--- src/rtl/uart_pkg.sv ---
// Shared UART definitions: frame geometry, receiver/transmitter state encoding
// and the 2-of-3 vote used by the optional glitch filter.
package uart_pkg;

  localparam int unsigned UART_DATA_BITS = 8;

  typedef enum logic [2:0] {
    StIdle,
    StStart,
    StData,
    StStop,
    StBreak
  } uart_state_e;

  function automatic logic maj3(input logic [2:0] v);
    return (v[0] & v[1]) | (v[0] & v[2]) | (v[1] & v[2]);
  endfunction

endpackage

--- src/rtl/uart_rx_if.sv ---
// Receiver-side bundle: serial line and FIFO status in, received byte and
// status strobes out. The slave modport is the receiver's view.
interface uart_rx_if;
  import uart_pkg::*;

  logic                      rx;
  logic                      full;
  logic [UART_DATA_BITS-1:0] data;
  logic                      write;
  logic                      frame_err;
  logic                      overrun;

  modport master (
    output rx,
    output full,
    input  data,
    input  write,
    input  frame_err,
    input  overrun
  );

  modport slave (
    input  rx,
    input  full,
    output data,
    output write,
    output frame_err,
    output overrun
  );

endinterface

--- src/rtl/sync2.sv ---
// Generic two-flop synchronizer for asynchronous pin inputs; both flops
// reset to ResetVal so an idle line does not look like an edge after reset.
module sync2 #(
  parameter logic ResetVal = 1'b1
) (
  input  logic clk,
  input  logic rst_n,
  input  logic d_i,
  output logic q_o
);

  logic [1:0] ff_q;

  always_ff @(posedge clk or negedge rst_n) begin
    if (!rst_n) begin
      ff_q <= {2{ResetVal}};
    end else begin
      ff_q <= {ff_q[0], d_i};
    end
  end

  assign q_o = ff_q[1];

endmodule

--- src/rtl/uart_rx.sv ---
// 8n1 UART receiver with oversampled bit timing and FIFO write/overrun strobes.
// Define UART_RX_MAJORITY_EN to take a 2-of-3 vote at every sample point.
module uart_rx
  import uart_pkg::*;
#(
  parameter int unsigned OVERSAMPLE = 16
) (
  input logic     clk,
  input logic     rst_n,
  uart_rx_if.slave uart_io
);

  localparam int unsigned CntW = $clog2(OVERSAMPLE);
  localparam logic [CntW-1:0] HalfM1 = CntW'(OVERSAMPLE / 2 - 1);
  localparam logic [CntW-1:0] FullM1 = CntW'(OVERSAMPLE - 1);
  localparam logic [2:0] LastBit = 3'(UART_DATA_BITS - 1);

  if ((OVERSAMPLE < 4) || ((OVERSAMPLE % 2) != 0)) begin : g_bad_oversample
    $error("uart_rx: OVERSAMPLE must be even and >= 4");
  end

  logic in_s;
  logic line_now;
  logic smp;

  sync2 #(
    .ResetVal (1'b1)
  ) u_sync (
    .clk   (clk),
    .rst_n (rst_n),
    .d_i   (uart_io.rx),
    .q_o   (in_s)
  );

  // One register stage sits between the synchronizer and all FSM decisions in
  // both builds, so the voted and single-sample variants share identical timing.
`ifdef UART_RX_MAJORITY_EN
  logic [2:0] hist_q;

  always_ff @(posedge clk or negedge rst_n) begin
    if (!rst_n) begin
      hist_q <= 3'b111;
    end else begin
      hist_q <= {hist_q[1:0], in_s};
    end
  end

  assign line_now = hist_q[0];
  assign smp      = maj3(hist_q);
`else
  logic line_q;

  always_ff @(posedge clk or negedge rst_n) begin
    if (!rst_n) begin
      line_q <= 1'b1;
    end else begin
      line_q <= in_s;
    end
  end

  assign line_now = line_q;
  assign smp      = line_q;
`endif

  uart_state_e               state_q;
  logic [CntW-1:0]           cnt_q;
  logic [2:0]                bitn_q;
  logic [UART_DATA_BITS-1:0] shift_q;
  logic [UART_DATA_BITS-1:0] data_q;
  logic                      write_q;
  logic                      ferr_q;
  logic                      ovr_q;

  always_ff @(posedge clk or negedge rst_n) begin
    if (!rst_n) begin
      state_q <= StIdle;
      cnt_q   <= '0;
      bitn_q  <= '0;
      shift_q <= '0;
      data_q  <= '0;
      write_q <= 1'b0;
      ferr_q  <= 1'b0;
      ovr_q   <= 1'b0;
    end else begin
      write_q <= 1'b0;
      ferr_q  <= 1'b0;
      ovr_q   <= 1'b0;
      unique case (state_q)
        StIdle: begin
          if (!line_now) begin
            state_q <= StStart;
            cnt_q   <= '0;
          end
        end
        StStart: begin
          if (cnt_q == HalfM1) begin
            if (smp) begin
              state_q <= StIdle;
            end else begin
              state_q <= StData;
              cnt_q   <= '0;
              bitn_q  <= '0;
            end
          end else begin
            cnt_q <= cnt_q + 1'b1;
          end
        end
        StData: begin
          if (cnt_q == FullM1) begin
            cnt_q   <= '0;
            shift_q <= {smp, shift_q[UART_DATA_BITS-1:1]};
            bitn_q  <= bitn_q + 3'd1;
            if (bitn_q == LastBit) begin
              state_q <= StStop;
            end
          end else begin
            cnt_q <= cnt_q + 1'b1;
          end
        end
        StStop: begin
          // Leave at the stop-bit midpoint to gain half a bit of resync margin.
          if (cnt_q == FullM1) begin
            if (!smp) begin
              ferr_q  <= 1'b1;
              state_q <= StBreak;
            end else if (uart_io.full) begin
              ovr_q   <= 1'b1;
              state_q <= StIdle;
            end else begin
              data_q  <= shift_q;
              write_q <= 1'b1;
              state_q <= StIdle;
            end
          end else begin
            cnt_q <= cnt_q + 1'b1;
          end
        end
        StBreak: begin
          if (line_now) begin
            state_q <= StIdle;
          end
        end
        default: state_q <= StIdle;
      endcase
    end
  end

  assign uart_io.data      = data_q;
  assign uart_io.write     = write_q;
  assign uart_io.frame_err = ferr_q;
  assign uart_io.overrun   = ovr_q;

endmodule

--- src/flat_wrapper.sv ---
// flat-port wrapper written by rule: the top's interface ports become plain ports
module uart_rx_flat import uart_pkg::*;
#(
  parameter int unsigned OVERSAMPLE = 16
)
  (clk, rst_n, uart_io_rx, uart_io_full, uart_io_data, uart_io_write, uart_io_frame_err, uart_io_overrun);
  uart_rx_if uart_io_i ();
  input logic clk;
  input logic rst_n;
  input wire logic [$bits(uart_io_i.rx)-1:0] uart_io_rx;
  input wire logic [$bits(uart_io_i.full)-1:0] uart_io_full;
  output wire logic [$bits(uart_io_i.data)-1:0] uart_io_data;
  output wire logic [$bits(uart_io_i.write)-1:0] uart_io_write;
  output wire logic [$bits(uart_io_i.frame_err)-1:0] uart_io_frame_err;
  output wire logic [$bits(uart_io_i.overrun)-1:0] uart_io_overrun;
  assign uart_io_i.rx = uart_io_rx;
  assign uart_io_i.full = uart_io_full;
  assign uart_io_data = uart_io_i.data;
  assign uart_io_write = uart_io_i.write;
  assign uart_io_frame_err = uart_io_i.frame_err;
  assign uart_io_overrun = uart_io_i.overrun;
  uart_rx #(.OVERSAMPLE(OVERSAMPLE)) u_core (.clk(clk), .rst_n(rst_n), .uart_io(uart_io_i));
endmodule
--- config.mk ---
export PLATFORM = sky130hd
export DESIGN_NAME = uart_rx_flat
export DESIGN_NICKNAME = d
export VERILOG_FILES = /design/src/rtl/uart_pkg.sv /design/src/rtl/uart_rx_if.sv /design/src/rtl/sync2.sv /design/src/rtl/uart_rx.sv /design/src/flat_wrapper.sv
export SDC_FILE = /design/constraint.sdc
export NUM_CORES = 1
export LEC_CHECK = 0
export ABC_AREA = 1
export BUFFER_PORTS_ARGS = -buffer_cell sky130_fd_sc_hd__clkbuf_2
export CORE_MARGIN = 1.5
export CORE_UTILIZATION = 25
export CTS_CLUSTER_DIAMETER = 200
export CTS_CLUSTER_SIZE = 28
export DETAILED_ROUTE_END_ITERATION = 7
export GPL_TIMING_DRIVEN = 0
export PLACE_DENSITY_LB_ADDON = 0.15
export SKIP_LAST_GASP = 1
export SYNTH_ARGS = -nofsm -noshare
export SYNTH_HDL_FRONTEND = slang
export SYNTH_SLANG_ARGS = --single-unit
--- constraint.sdc ---
create_clock -name clk -period 1.5 [get_ports clk]
set_input_delay 0.15 -clock clk [delete_from_list [all_inputs] [get_ports clk]]
set_output_delay 0.15 -clock clk [all_outputs]
set_load 0.02 [all_outputs]
==> flow_summary.toml, run 1 <==
[status]
status = "finished, final reports clean"

[clocking]
clkTransAtPathRegs_ps = 70
cts_buffers = 5
cts_tree = "done"
htree_levels = 2
ctsLongestPathBuffers = 2
cts-root-buf = "clkbuf_8"
clkLatencyLatePin_ps = 290
cts_sinks = 32

[timing]
fin_worst_skew_ps = 6.95
max_freq_mhz = 715
period_share_pct = 93.2
rsz0062_at_grt = "true"
hold_viol = 0
setup_viol = 0
final-max-slew-violation-count = 0
fin_crit_ps = 1400
worst_pin_slew_ps = 815
slew_headroom_pct = 45.7

[die]
die_w_um = 81.2
rows = 28
initial_core_util_pct = 25.8
dieArea_um2 = 6600
coreArea_um2 = 5920
io-pin-count = 15
fp.dieH_um = 81.2

[logic_synthesis]
syn-cell-area_um2 = 1530
synth-seq-cells = 32
yosys-mux-area-fraction_pct = 0
synthAdderAreaFrac_pct = 2.45
syn_area_per_cell_um2 = 9.05
synth_compound_area_share_pct = 11.4
synth_cells = 169
synth_top_family_by_area = "simple AND/OR/NAND/NOR gates"
ys_seq_area_share_pct = 52.6
yosys.cell_types.count = 19
synth-simple-area-share_pct = 27.0
yosys_warnings = 0
synthXorXnorAreaFrac_pct = 0
synthesis.nets = 176

[cells_and_area]
fin_util_pct = 31.7
multi_input_area_um2 = 657
drive_gt1_share_pct = 34.2
final_nets = 205
synthToLayoutAreaGrowth_pct = 22.8
area.sequential_um2 = 805
fill_cells = 619
fin_cells = 274
antenna-diode-count = 0

[pwr]
netSwitchingFraction_pct = 36.0
leakage_nw = 0.937
comb_power_share_pct = 26.9
ir_worst_vdd_uv = 481
p_switching_w = 0.000839
powerDensity_nw_per_um2 = 1240
p_int_w = 0.00149
pwr-share-seq_pct = 44.5
p_clk_share_pct = 28.6

[worst_setup_path]
crit_type = "flip-flop to flip-flop"
crit_arrival_ps = 1580
path_max_fanout = 6
critPathRequiredTime_ps = 1680
path_cells = "inv_2, nand2_1, nor2_1, nand2_1, nand2_1, nand3_1, nand2_1, o21ai_2"
crit_buf_inv = 1
cp_top_family = "simple AND/OR/NAND/NOR gates"
cpMaxStageDelayCell = "dfrtp_1"
end_kind = "flip-flop"
slowest_delay_ps = 480
path_common_cell = "nand2_1"
cp-start-kind = "flip-flop"

[global_routing]
grt_pass1_vias = 1121
overflow = 0
grt_pass1_wl_mm = 5.33
use_met1_pct = 13.9
grt_use_met2_pct = 16.8
grt_antenna_before_repair = 0
grt_use_total_pct = 11.0
grt_max_degree = 33
met3_usage_pct = 3.37
gr-max-usage-layer = "met2"

[routing]
route.detailed.drc = 0
via_count = 1126
vias_per_cell = 4.11
ant_nets = 0
firstDrtPassIters = 4
wl_per_cell_um = 10.9
finalWirelength_mm = 3.00
drt_iter0_markers = 83

[job]
cap_viol_max_count = 0

[placement]
gp_congestion = 0.730
dpl.hpwl_mm = 2.11
io_buffers = 14
dpl.cell_count = 258

[min_path]
hp-class = "input port to flip-flop"
==> power groups by stage <==
| stage | sequential, W | combinational (W) | clock (W) |
|---|---|---|---|
| after global routing | 0.00104 | 0.000734 | 0.000742 |
| final | 0.00103 | 0.000627 | 0.000666 |
| after floorplan | 0.00102 | 0.000443 | 0 |
| after global placement | 0.00105 | 0.000566 | 0 |
| after CTS | 0.00102 | 0.000619 | 0.000693 |
| after detailed placement | 0.00105 | 0.000558 | 0 |
==> metrics by stage <==
| stage | hold WS, ps | area (um^2) | setup WS [ps] | setup TNS (ps) | total power, W |
|---|---|---|---|---|---|
| after floorplan | -146 | 1530 | 152 | 0 | 0.00147 |
| after global placement | 238 | 1690 | -72.2 | -657 | 0.00162 |
| after detailed placement | 240 | 1690 | -71.2 | -608 | 0.00160 |
| after CTS | 118 | 1850 | 27.0 | 0 | 0.00233 |
| after global routing | 120 | 1880 | -0.967 | -0.967 | 0.00252 |
| final | 129 | 1880 | 101 | 0 | 0.00233 |
==> repair_timing <==
item,in CTS,in global routing
hold endpoints to repair,30,0
hold buffers,2,0
resized for setup,1,7
pin swaps,3,2
setup endpoints to repair,20,17
buffers inserted,6,0
==> sequential cells by signal (all words and copies together) (netlist names) <==
register	flops
u_core.shift_q	8
u_core.bitn_q	3
u_core.u_sync.ff_q	2
u_core.cnt_q	4
u_core.state_q	3
u_core.uart_io.overrun	1
u_core.uart_io.frame_err	1
u_core.line_now	1
u_core.uart_io.write	1
u_core.uart_io.data	8
==> final timing paths <==
kind | startpoint | end | slack [ps] | cells after the start
worst max-delay path | u_core.state_q[2] | u_core.bitn_q[0] | 100 | 8
worst min-delay path | uart_io_full | u_core.uart_io.overrun | 130 | 2
worst max register to register | u_core.state_q[2] | u_core.bitn_q[0] | 100 | 8
worst min register to register | u_core.u_sync.ff_q[0] | u_core.u_sync.ff_q[1] | 360 | 0
max in group asynchronous | rst_n | u_core.shift_q[3] | 500 | 2
min in group asynchronous | rst_n | u_core.cnt_q[3] | 480 | 2
==> placed cells by master, fill, tap and decap left out <==
cell type,synthesis,routed
nand2_1,51,49
clkinv_4,0,1
nor2_2,1,2
buf_4,0,6
nand2_2,7,8
nand3_4,1,1
o21ai_2,17,17
a21oi_1,2,2
dfrtp_1,29,29
clkinv_2,0,2
buf_6,2,2
nand3_1,12,12
inv_2,1,1
nor3_1,1,1
nand4_1,1,1
clkbuf_8,0,5
o21ai_0,3,3
ha_1,3,2
ha_4,0,1
clkbuf_2,0,14
dlygate4sd3_1,0,2
nor2_1,11,9
nor2_4,3,4
nor3b_1,1,1
nand2_4,0,1
dfstp_2,3,3
inv_1,20,20
==> kinds of logic (layout without fill, tap and decap cells) <==
kind of cell | count (synthesis) | count (layout)
buffers and inverters | 23 | 53
AND/OR/NAND/NOR | 89 | 89
AO/OA/AOI/OAI | 22 | 22
flip-flops | 32 | 32
adder cells (fa/ha/maj) | 3 | 3
==> worst reg2reg max path, stage by stage (launching register included) <==
cell,delay [ps]
dfrtp_1,480
inv_2,150
nand2_1,70
nor2_1,160
nand2_1,70
nand2_1,80
nand3_1,130
nand2_1,100
o21ai_2,50
==> synth_stat cells, drive strengths merged <==
cell type	n	area, um^2
nand3	13	77.6
buf	2	22.5
nor3b	1	7.51
nand4	1	6.26
dfstp	3	78.8
inv	21	78.8
nor2	15	81.3
dfrtp	29	726
a21oi	2	10.0
nand2	58	235
o21ai	20	164
nor3	1	5.00
ha	3	37.5
==> per-layer routing <==
metal	vias to the layer above	share of wire, %
met5	-	0
met4	0	2.3
met3	7	2.9
met2	13	45
met1	516	50
li1	590	-
==> final cells by class <==
class                      instances  share of cell area, %
sequential                        32                   42.8
multi-input combinational        114                   35.0
timing repair buffer              22                   7.19
tap                               75                   4.99
inverter                          21                   4.19
clock buffer                       5                   3.66
buffer                             2                   1.20
clock inverter                     3                  0.999
Note: power is estimated with default switching activity, not from simulation.
==> run 2, diff against run 1 <==
==> constraint.sdc (replaced) <==
create_clock -name clk -period 1.25 [get_ports clk]
set_input_delay 0.125 -clock clk [delete_from_list [all_inputs] [get_ports clk]]
set_output_delay 0.125 -clock clk [all_outputs]
set_load 0.02 [all_outputs]
==> run 2 against run 1 <==
  * Fmax is 1.1% higher
  * Critical path depth is 2 lower
  * The flow now finishes with violations (negative setup slack)
  * Via count is 9.5% higher
  * Global-route usage is 0.78 points higher
  * Sequential cell count stayed put
  * Cell count is 5.5% higher
  * Utilization is 5.6 points higher
  * Worst hold slack better by 9.1 ps
  * Non-clock buffer count is 15 higher
==> flow_summary.toml, run 2 (synthesis gave the netlist of run 1 again) <==
[cells_and_area]
drive_gt1_share_pct = 51.9
final_cell_mix = "nand2_1, dfrtp_1, inv_1, o21ai_2, nand2_2"
antenna-diode-count = 0
final_common_cell = "nand2_1"
multi_input_area_um2 = 781
fill_cells = 602
final_nets = 220
fin_cells = 289
synthToLayoutAreaGrowth_pct = 44.6
area.sequential_um2 = 810
fin_util_pct = 37.4

[pwr]
p_switching_w = 0.00110
comb_power_share_pct = 31.9
netSwitchingFraction_pct = 36.0
p_int_w = 0.00196
p_clk_share_pct = 27.3
powerDensity_nw_per_um2 = 1380
pwr-share-seq_pct = 40.8
total_power_w = 0.00306
ir_worst_vdd_uv = 571
leakage_nw = 1.05

[clocking]
htree_levels = 2
cts_tree = "done"
ctsLongestPathBuffers = 2
clkTransAtPathRegs_ps = 70
cts_buffers = 5
cts_sinks = 32
clkLatencyLatePin_ps = 280
cts-root-buf = "clkbuf_8"

[worst_setup_path]
cp-start-kind = "flip-flop"
slowest_delay_ps = 590
crit_start = "u_core.line_now"
crit_arrival_ps = 1560
critPathRequiredTime_ps = 1430
cp_top_family = "flip-flops"
crit_end = "u_core.uart_io.data[5]"
path_cells = "clkinvlp_4, nor2_4, nand3_4, buf_12, nand2_1, o21ai_2"
crit_buf_inv = 2
r2r_end = "u_core.uart_io.data[5]"
path_max_fanout = 10
crit_type = "flip-flop to flip-flop"
cpMaxStageDelayCell = "dfstp_2"
regToRegStartpoint = "u_core.line_now"
worst-path-stages = 6
end_kind = "flip-flop"
reg2reg_depth = 6
r2r_setup_slack_ps = -130

[timing]
fin_crit_ps = 1380
holdWs_ps = 138
rsz0062_at_grt = "true"
max_freq_mhz = 723
slew_headroom_pct = 49.2
setup_slack_ps = -133
hold_viol = 0
worst_pin_slew_ps = 762
period_share_pct = 111
setup_viol = 26
final-max-slew-violation-count = 0
fin_worst_skew_ps = 4.14

[die]
fp.dieH_um = 81.2
die_w_um = 81.2
coreArea_um2 = 5920
io-pin-count = 15
dieArea_um2 = 6600
initial_core_util_pct = 25.8
rows = 28

[global_routing]
grt_max_degree = 33
grt_antenna_before_repair = 0
gr-max-usage-layer = "met2"
grt_use_met2_pct = 18.8
grt_pass1_wl_mm = 5.78
met3_usage_pct = 4.04
overflow = 0
grt_pass1_vias = 1244
grt_use_total_pct = 11.7
use_met1_pct = 15.0

[routing]
wl_per_cell_um = 11.4
via_count = 1233
vias_per_cell = 4.27
route.detailed.drc = 0
ant_nets = 0
firstDrtPassIters = 4
finalWirelength_mm = 3.29
drt_iter0_markers = 71

[placement]
io_buffers = 14
dpl.hpwl_mm = 2.19
dpl.cell_count = 258
gp_congestion = 0.736
dp_slack_ps = -300

[job]
cap_viol_max_count = 0

[status]
failed_checks = "negative setup slack"
status = "finished with violations"

[min_path]
hp-class = "input port to flip-flop"
[run 2: layout make-up]
| cell class | instances | share of cell area, % |
|---|---|---|
| clock inverter | 1 | 0.339 |
| multi-input combinational | 114 | 35.3 |
| timing repair buffer | 37 | 13.8 |
| buffer | 2 | 1.81 |
| inverter | 21 | 4.07 |
| tap | 75 | 4.24 |
| clock buffer | 7 | 3.90 |
| sequential | 32 | 36.6 |
[run 2: through the flow]
step                      instance area [um^2]  setup TNS [ps]
after floorplan                           1540            -759
after global placement                    1700           -5920
after detailed placement                  1700           -6050
final                                     2210           -2010
after CTS                                 2060           -2700
after global routing                      2210           -4580
[run 2: worst min-delay path by stage]
stage / to / cells after the start / slack, ps / from
after floorplan: u_core.bitn_q[0] / 0 / -170 / rst_n
after global placement: u_core.u_sync.ff_q[0] / 1 / 210 / uart_io_rx
after detailed placement: u_core.u_sync.ff_q[0] / 1 / 220 / uart_io_rx
after CTS: u_core.uart_io.overrun / 2 / 120 / uart_io_full
after global routing: u_core.uart_io.overrun / 2 / 120 / uart_io_full
final: u_core.uart_io.overrun / 2 / 140 / uart_io_full
[run 2: repair_timing]
action / in CTS / in global routing
endpoints found under the setup margin: 28 / 30
endpoints found under the hold margin: 30 / 0
pin swaps: 9 / 14
gates resized for setup: 35 / 21
hold buffers: 2 / 0
gates cloned: 0 / 1
buffers inserted: 14 / 6
[run 2: power groups by stage]
stage / combinational, W / clock, W / sequential, W
floorplan: 0.000570 / 0 / 0.00123
global placement: 0.000721 / 0 / 0.00126
detailed placement: 0.000719 / 0 / 0.00126
CTS: 0.000885 / 0.000871 / 0.00123
global route: 0.00112 / 0.000926 / 0.00126
finish: 0.000977 / 0.000838 / 0.00125
[run 2: per-layer routing]
metal | routed length [um] | vias to the layer above
li1 | - | 626
met1 | 1570 | 588
met2 | 1570 | 14
met3 | 106 | 5
met4 | 31 | 0
met5 | 0 | -
[run 2: worst register-to-register path: cells and delay by family, from the launching register on]
kind	cells	cell delay, ps
compound gates	1	50
buf+inv	2	340
flops	1	590
simple gates	3	310
